**src/rtl/cumsum_exclusive_inverse_pkg.sv**
```systemverilog
// Shared definitions for the exclusive cumulative-sum inverse block.
//   state_t            : row-framing FSM states
//   ERR_FIRST_NZ       : err bit set when the first beat of a row is nonzero
//   ERR_LAST_MISALIGN  : err bit set when in_last does not mark beat ROW_LEN
//   DEFAULT_DATA_W     : default element/sum width
package cumsum_exclusive_inverse_pkg;

  typedef enum logic {
    S_FIRST = 1'b0,  // expecting y[0] of a new row
    S_BODY  = 1'b1   // expecting y[1..ROW_LEN]
  } state_t;

  localparam int ERR_FIRST_NZ      = 0;
  localparam int ERR_LAST_MISALIGN = 1;
  localparam int DEFAULT_DATA_W    = 32;

endpackage

```
**src/rtl/stream_out_reg.sv**
```systemverilog
// Single-entry valid/ready output register carrying data plus a last flag.
//   clk, rst     : clock, asynchronous active-high reset
//   load_i       : write data_i/last_i into the register this cycle
//   data_i       : data to load
//   last_i       : last flag to load
//   can_load_o   : register is empty or being drained this cycle
//   out_valid_o  : register holds a beat
//   out_data_o   : held data, stable while out_valid_o && !out_ready_i
//   out_last_o   : held last flag
//   out_ready_i  : downstream accepts the held beat
// Handshake: a beat moves on any rising edge where valid and ready are both
// high; the producer never drops valid or changes data until that happens.
// The caller only asserts load_i when can_load_o is high, so a drain and a
// reload in the same cycle give one beat per cycle.
module stream_out_reg #(
  parameter int W = 32
) (
  input  logic         clk,
  input  logic         rst,
  input  logic         load_i,
  input  logic [W-1:0] data_i,
  input  logic         last_i,
  output logic         can_load_o,
  output logic         out_valid_o,
  output logic [W-1:0] out_data_o,
  output logic         out_last_o,
  input  logic         out_ready_i
);

  logic         valid_q;
  logic [W-1:0] data_q;
  logic         last_q;

  assign can_load_o  = !valid_q || out_ready_i;
  assign out_valid_o = valid_q;
  assign out_data_o  = data_q;
  assign out_last_o  = last_q;

  always_ff @(posedge clk or posedge rst) begin
    if (rst) begin
      valid_q <= 1'b0;
      data_q  <= '0;
      last_q  <= 1'b0;
    end else if (load_i) begin
      valid_q <= 1'b1;
      data_q  <= data_i;
      last_q  <= last_i;
    end else if (out_ready_i) begin
      valid_q <= 1'b0;
    end
  end

endmodule

```
**src/rtl/cumsum_exclusive_inverse.sv**
```systemverilog
// Rebuilds x[i] = y[i+1] - y[i] from a row of exclusive prefix sums
// y[0..ROW_LEN-1] followed by the row total y[ROW_LEN].
//   clk, rst   : clock, asynchronous active-high reset
//   in_valid   : input beat valid
//   in_ready   : block can accept an input beat
//   in_data    : exclusive prefix sum, or row total on the final beat
//   in_last    : marks the row-total beat
//   out_valid  : reconstructed element valid
//   out_ready  : downstream accepts the element
//   out_data   : reconstructed element (mod 2^DATA_W)
//   out_last   : last element of the row
//   err        : sticky error flags, cleared only by rst
// Handshake: a beat transfers on a rising edge with valid && ready high;
// valid never depends combinationally on ready, and in_ready only depends on
// state and out_ready.
module cumsum_exclusive_inverse
  import cumsum_exclusive_inverse_pkg::*;
#(
  parameter int DATA_W  = DEFAULT_DATA_W,
  parameter int ROW_LEN = 8,
  parameter int CNT_W   = $clog2(ROW_LEN + 1)
) (
  input  logic              clk,
  input  logic              rst,
  input  logic              in_valid,
  output logic              in_ready,
  input  logic [DATA_W-1:0] in_data,
  input  logic              in_last,
  output logic              out_valid,
  input  logic              out_ready,
  output logic [DATA_W-1:0] out_data,
  output logic              out_last,
  output logic [1:0]        err
);

  state_t            state_q, state_d;
  logic [CNT_W-1:0]  cnt_q, cnt_d;
  logic [DATA_W-1:0] prev_q, prev_d;
  logic [1:0]        err_q, err_d;

  logic              accept;
  logic              can_load;
  logic              load;
  logic              load_last;
  logic              row_full;
  logic [DATA_W-1:0] diff;

  // S_FIRST never loads the output register, so it can always take a beat.
  assign in_ready = (state_q == S_FIRST) || can_load;
  assign accept   = in_valid && in_ready;
  assign row_full = (cnt_q == CNT_W'(ROW_LEN));
  assign diff     = in_data - prev_q;
  assign err      = err_q;

  always_comb begin
    state_d   = state_q;
    cnt_d     = cnt_q;
    prev_d    = prev_q;
    err_d     = err_q;
    load      = 1'b0;
    load_last = 1'b0;
    if (accept) begin
      case (state_q)
        S_FIRST: begin
          if (in_last) begin
            // A total with no row before it is dropped.
            err_d[ERR_LAST_MISALIGN] = 1'b1;
          end else begin
            prev_d  = in_data;
            cnt_d   = CNT_W'(1);
            state_d = S_BODY;
            // A nonzero base is flagged but still used as the reference.
            if (in_data != '0) err_d[ERR_FIRST_NZ] = 1'b1;
          end
        end
        S_BODY: begin
          load   = 1'b1;
          prev_d = in_data;
          cnt_d  = cnt_q + CNT_W'(1);
          // Either an early in_last or the ROW_LEN-th body beat closes the
          // row; disagreement between the two is a framing error.
          if (in_last || row_full) begin
            load_last = 1'b1;
            state_d   = S_FIRST;
            cnt_d     = '0;
            if (in_last != row_full) err_d[ERR_LAST_MISALIGN] = 1'b1;
          end
        end
        default: state_d = S_FIRST;
      endcase
    end
  end

  always_ff @(posedge clk or posedge rst) begin
    if (rst) begin
      state_q <= S_FIRST;
      cnt_q   <= '0;
      prev_q  <= '0;
      err_q   <= '0;
    end else begin
      state_q <= state_d;
      cnt_q   <= cnt_d;
      prev_q  <= prev_d;
      err_q   <= err_d;
    end
  end

  stream_out_reg #(
    .W (DATA_W)
  ) u_out_reg (
    .clk         (clk),
    .rst         (rst),
    .load_i      (load),
    .data_i      (diff),
    .last_i      (load_last),
    .can_load_o  (can_load),
    .out_valid_o (out_valid),
    .out_data_o  (out_data),
    .out_last_o  (out_last),
    .out_ready_i (out_ready)
  );

endmodule

```
**config.mk**
```make
export PLATFORM = sky130hd
export DESIGN_NAME = cumsum_exclusive_inverse
export DESIGN_NICKNAME = d
export VERILOG_FILES = /design/src/rtl/cumsum_exclusive_inverse_pkg.sv /design/src/rtl/stream_out_reg.sv /design/src/rtl/cumsum_exclusive_inverse.sv
export SDC_FILE = /design/constraint.sdc
export NUM_CORES = 1
export LEC_CHECK = 0
export CAP_MARGIN = 5
export CORE_ASPECT_RATIO = 1.25
export CORE_MARGIN = 3
export CORE_UTILIZATION = 55
export DETAILED_ROUTE_END_ITERATION = 10
export GPL_TIMING_DRIVEN = 0
export PLACE_DENSITY = 0.9
export SYNTH_ARGS = -nofsm -noshare
export SYNTH_HDL_FRONTEND = slang
export SYNTH_SLANG_ARGS = --single-unit
```
**constraint.sdc**
```tcl
create_clock -name clk -period 2.63 [get_ports clk]
set_input_delay 0.526 -clock clk [delete_from_list [all_inputs] [get_ports clk]]
set_output_delay 0.526 -clock clk [all_outputs]
set_load 0.05 [all_outputs]
```
==> results by group <==
Run status
  – Status: finished with violations
  – Failing checks: negative setup slack

Timing
  – Slew @ Worst Pin: 875 ps
  – Final Hold Fails: 0
  – Final period util: 104%
  – Worst Skew: 7.11 ps
  – Tmin final: 2740 ps
  – Hold Slack: 475 ps
  – Fmax: 366 MHz
  – RSZ-0062 raised after global routing: yes
  – Final setup fails: 1
  – Final Max Slew Viols: 0
  – Relative slew slack: 41.7%
  – Setup WS post-layout: -106 ps

Critical path
  – CP Launch Type: input port
  – CP Capture Type: register
  – Worst-path maximum fanout: 5
  – Crit-path cells: clkdlybuf4s50_1, ha_2, a21oi_4, nand2_1, o21ai_4, o21bai_1, a21oi_1, xor2_1, o21ai_0
  – WP data arrival: 2970 ps
  – Worst endpoint required time: 2860 ps
  – Worst path max stage delay: 550 ps
  – Worst R2R Start: prev_q[1]
  – CP delay by family, top: compound AO/OA/AOI/OAI gates
  – Crit path from: in_data[4]
  – CP bufs+invs: 1
  – CP max-delay cell: clkdlybuf4s50_1
  – Crit path kind: in -> reg

Floorplanning
  – Full die area: 10200 um2
  – Row Count: 38
  – Starting Density: 56.9%
  – Die W: 91.1 um
  – Core area: 8750 um2
  – I/O pin cnt: 74
  – DIE HEIGHT: 112 um

Placement
  – Dpl ws: -688 ps
  – Gpl congestion: 0.937
  – Number of port buffers: 73
  – Post-DP Area: 5860 um2
  – HPWL after DPL: 10000 um
  – Placed insts: 741

Power
  – Power Dens Cells: 1050 nW/um2
  – Leak pwr: 2.77 nW
  – Worst vdd ir: 0.000543 V

CTS
  – CTS tree: done
  – Clk buf depth: 2
  – Clock Sinks: 73
  – Htree depth: 3
  – CTS Buf Count: 9
  – CTS root buffer: clkbuf_8
  – Worst-path clk slew: 70 ps
  – Worst skew pair latency: 360 ps

Cells and area
  – Finished Cell Area: 6320 um2
  – Nets: 711
  – Number of antenna diodes: 0
  – Fill cell count: 647
  – Footprint of the multi-input gates: 3020 um2
  – FF+latch area: 1830 um2
  – Layout cell share with drive strength beyond 1: 18.8%
  – Final Non-Filler Cells: 763
  – Synthesis-to-finish area growth: 27.0%

Logic synthesis
  – Main flop type after synthesis: dfrtp_1
  – Post-synthesis register bit count: 73
  – Synthesized cell area: 4980 um2
  – Library cells used by synthesis: 63
  – Post-synth EDFFs: 0
  – Syn nets: 620
  – Ys async rst share: 100%
  – Yosys warnings: 0
  – Seq/Total Area, Yosys: 36.7%
  – Syn Area/Cell: 9.08 um2
  – Cells after Synth: 548

Hold path
  – Worst hold path type: reg -> reg
  – HP Start: err[1]

Global route
  – Number of global-route vias before repair: 4492
  – Number of antenna violations at the first check in global routing: 0
  – Global route overflow: 0
  – Global Route Usage Sum: 26.7%
  – First-pass GRT wire length: 21800 um
  – Maximum number of pins on one net before global-route repair: 74

Detailed routing
  – ANT nets after route: 0
  – DR pass1 iterations: 6
  – Routed len/inst: 18.6 um
  – Drt total wl: 14200 um
  – Drt first-iter violations: 402
  – DR vias: 4697
  – Average vias per placed instance: 6.16
  – # DRC: 0

Flow run
  – Max-cap violations: 0
==> cells in the mapped netlist, types with 3 or more instances <==
library cell	number	area, um2
a211oi_1	3	22.5
a21boi_0	3	22.5
a21o_1	8	60.1
a21oi_1	31	155
a21oi_2	3	26.3
a31oi_1	4	25.0
and3_1	8	50.1
buf_2	9	45.0
buf_4	5	37.5
buf_6	4	45.0
clkbuf_1	10	37.5
dfrtp_1	73	1830
ha_1	34	425
inv_1	43	161
mux2_2	30	338
mux2i_1	3	30.0
nand2_1	64	240
nand2b_1	5	31.3
nand3_1	19	95.1
nand4_1	16	100
nor2_1	20	75.1
nor2b_1	4	25.0
nor3_1	7	35.0
nor4_1	10	62.6
o211ai_1	5	37.5
o21a_1	4	30.0
o21ai_0	39	195
o21ai_1	11	55.1
o21bai_1	3	22.5
o22ai_1	3	18.8
o31ai_1	4	30.0
or3_1	5	31.3
xnor2_1	8	70.1
xor2_1	12	105
==> registers in the layout, summed over array words and instances, names as in the netlist <==
signal,cells
u_out_reg.out_valid_o,1
state_q,1
err,2
u_out_reg.out_data_o,32
u_out_reg.out_last_o,1
cnt_q,4
prev_q,32
==> repair_timing <==
item,in CTS,in global routing
buffers inserted,5,6
pin swaps,11,13
resized for setup,17,41
setup endpoints to repair,17,17
hold buffers,0,0
==> logic make-up after synthesis <==
group | Yosys count | share of synthesized area [%]
flops | 73 | 36.7
mux | 33 | 7.39
buf+inv | 72 | 6.64
fa+ha+maj | 35 | 8.95
compound gates | 144 | 19.8
simple gates | 171 | 17.0
xor+xnor | 20 | 3.52
==> layer usage <==
metal	wire length, um	part of all wire (%)	vias up	GRT usage [%]
met4	554	3.9	0	9.46
met1	5540	39	2247	33.9
met5	0	0	-	0
met2	7010	49	257	45.8
met3	1070	7.6	53	4.69
li1	-	-	2140	-
==> metrics by stage <==
step	setup TNS [ps]	total power, mW	utilization [%]
2_1_floorplan	0	4.33	-
3_3_place_gp	-67820	5.29	66.9
3_5_place_dp	-10410	5.41	67.0
4_1_cts	0	6.34	70.2
5_1_grt	-346	6.94	72.2
6_report	-106	6.61	72.2
==> layout make-up <==
class | count | share of cell area [%]
clock buffers | 11 | 2.08
well taps | 120 | 2.38
inverters | 44 | 2.65
repair buffers | 84 | 13.0
clock inverters | 4 | 0.713
multi-input cells | 403 | 47.7
flip-flops and latches | 73 | 28.9
plain buffers | 24 | 2.59
==> power by group <==
part / switching (mW) / leakage [nW] / internal, mW
combinational: 2.53 / 1.81 / 1.48
clock: 0.429 / 0.0929 / 0.429
sequential: 0.231 / 0.872 / 1.51
==> cells in the final DEF, fill, tap and decap left out, types with 5 or more instances in the layout <==
| cell type | n |
|---|---|
| dfrtp_1 | 73 |
| clkdlybuf4s50_1 | 66 |
| nand2_1 | 63 |
| inv_1 | 42 |
| o21ai_0 | 35 |
| mux2_2 | 30 |
| a21oi_1 | 28 |
| ha_1 | 28 |
| nor2_1 | 20 |
| nand3_1 | 18 |
| nand4_1 | 16 |
| buf_4 | 15 |
| xor2_1 | 12 |
| o21ai_1 | 12 |
| clkbuf_8 | 9 |
| and3_1 | 8 |
| xnor2_1 | 8 |
| a21o_1 | 8 |
| nor4_1 | 8 |
| clkbuf_1 | 7 |
| buf_2 | 7 |
| buf_6 | 6 |
| nor3_1 | 6 |
| ha_2 | 6 |
| nand2b_1 | 5 |
| or3_1 | 5 |
| o211ai_1 | 5 |
==> worst reg2reg max path, cell delays in order, from the launching register on <==
cell and delay, ps:
dfrtp_1 420, inv_1 60, ha_1 270, nor2b_1 150, o2111a_2 300, o21ai_4 280, o21bai_1 190, a21oi_1 310
xor2_1 250, o21ai_0 100
==> path summary, 6_finish.rpt <==
check	end	slack (ps)	cells after the start
min in group asynchronous	u_out_reg.out_data_o[26]	700	2
hold / removal	err[1]	470	1
hold reg to reg	err[1]	470	1
setup / recovery	u_out_reg.out_data_o[13]	-110	9
max in group asynchronous	prev_q[23]	1350	2
setup reg to reg	u_out_reg.out_data_o[13]	170	9
(Power assumes the default switching activity.)
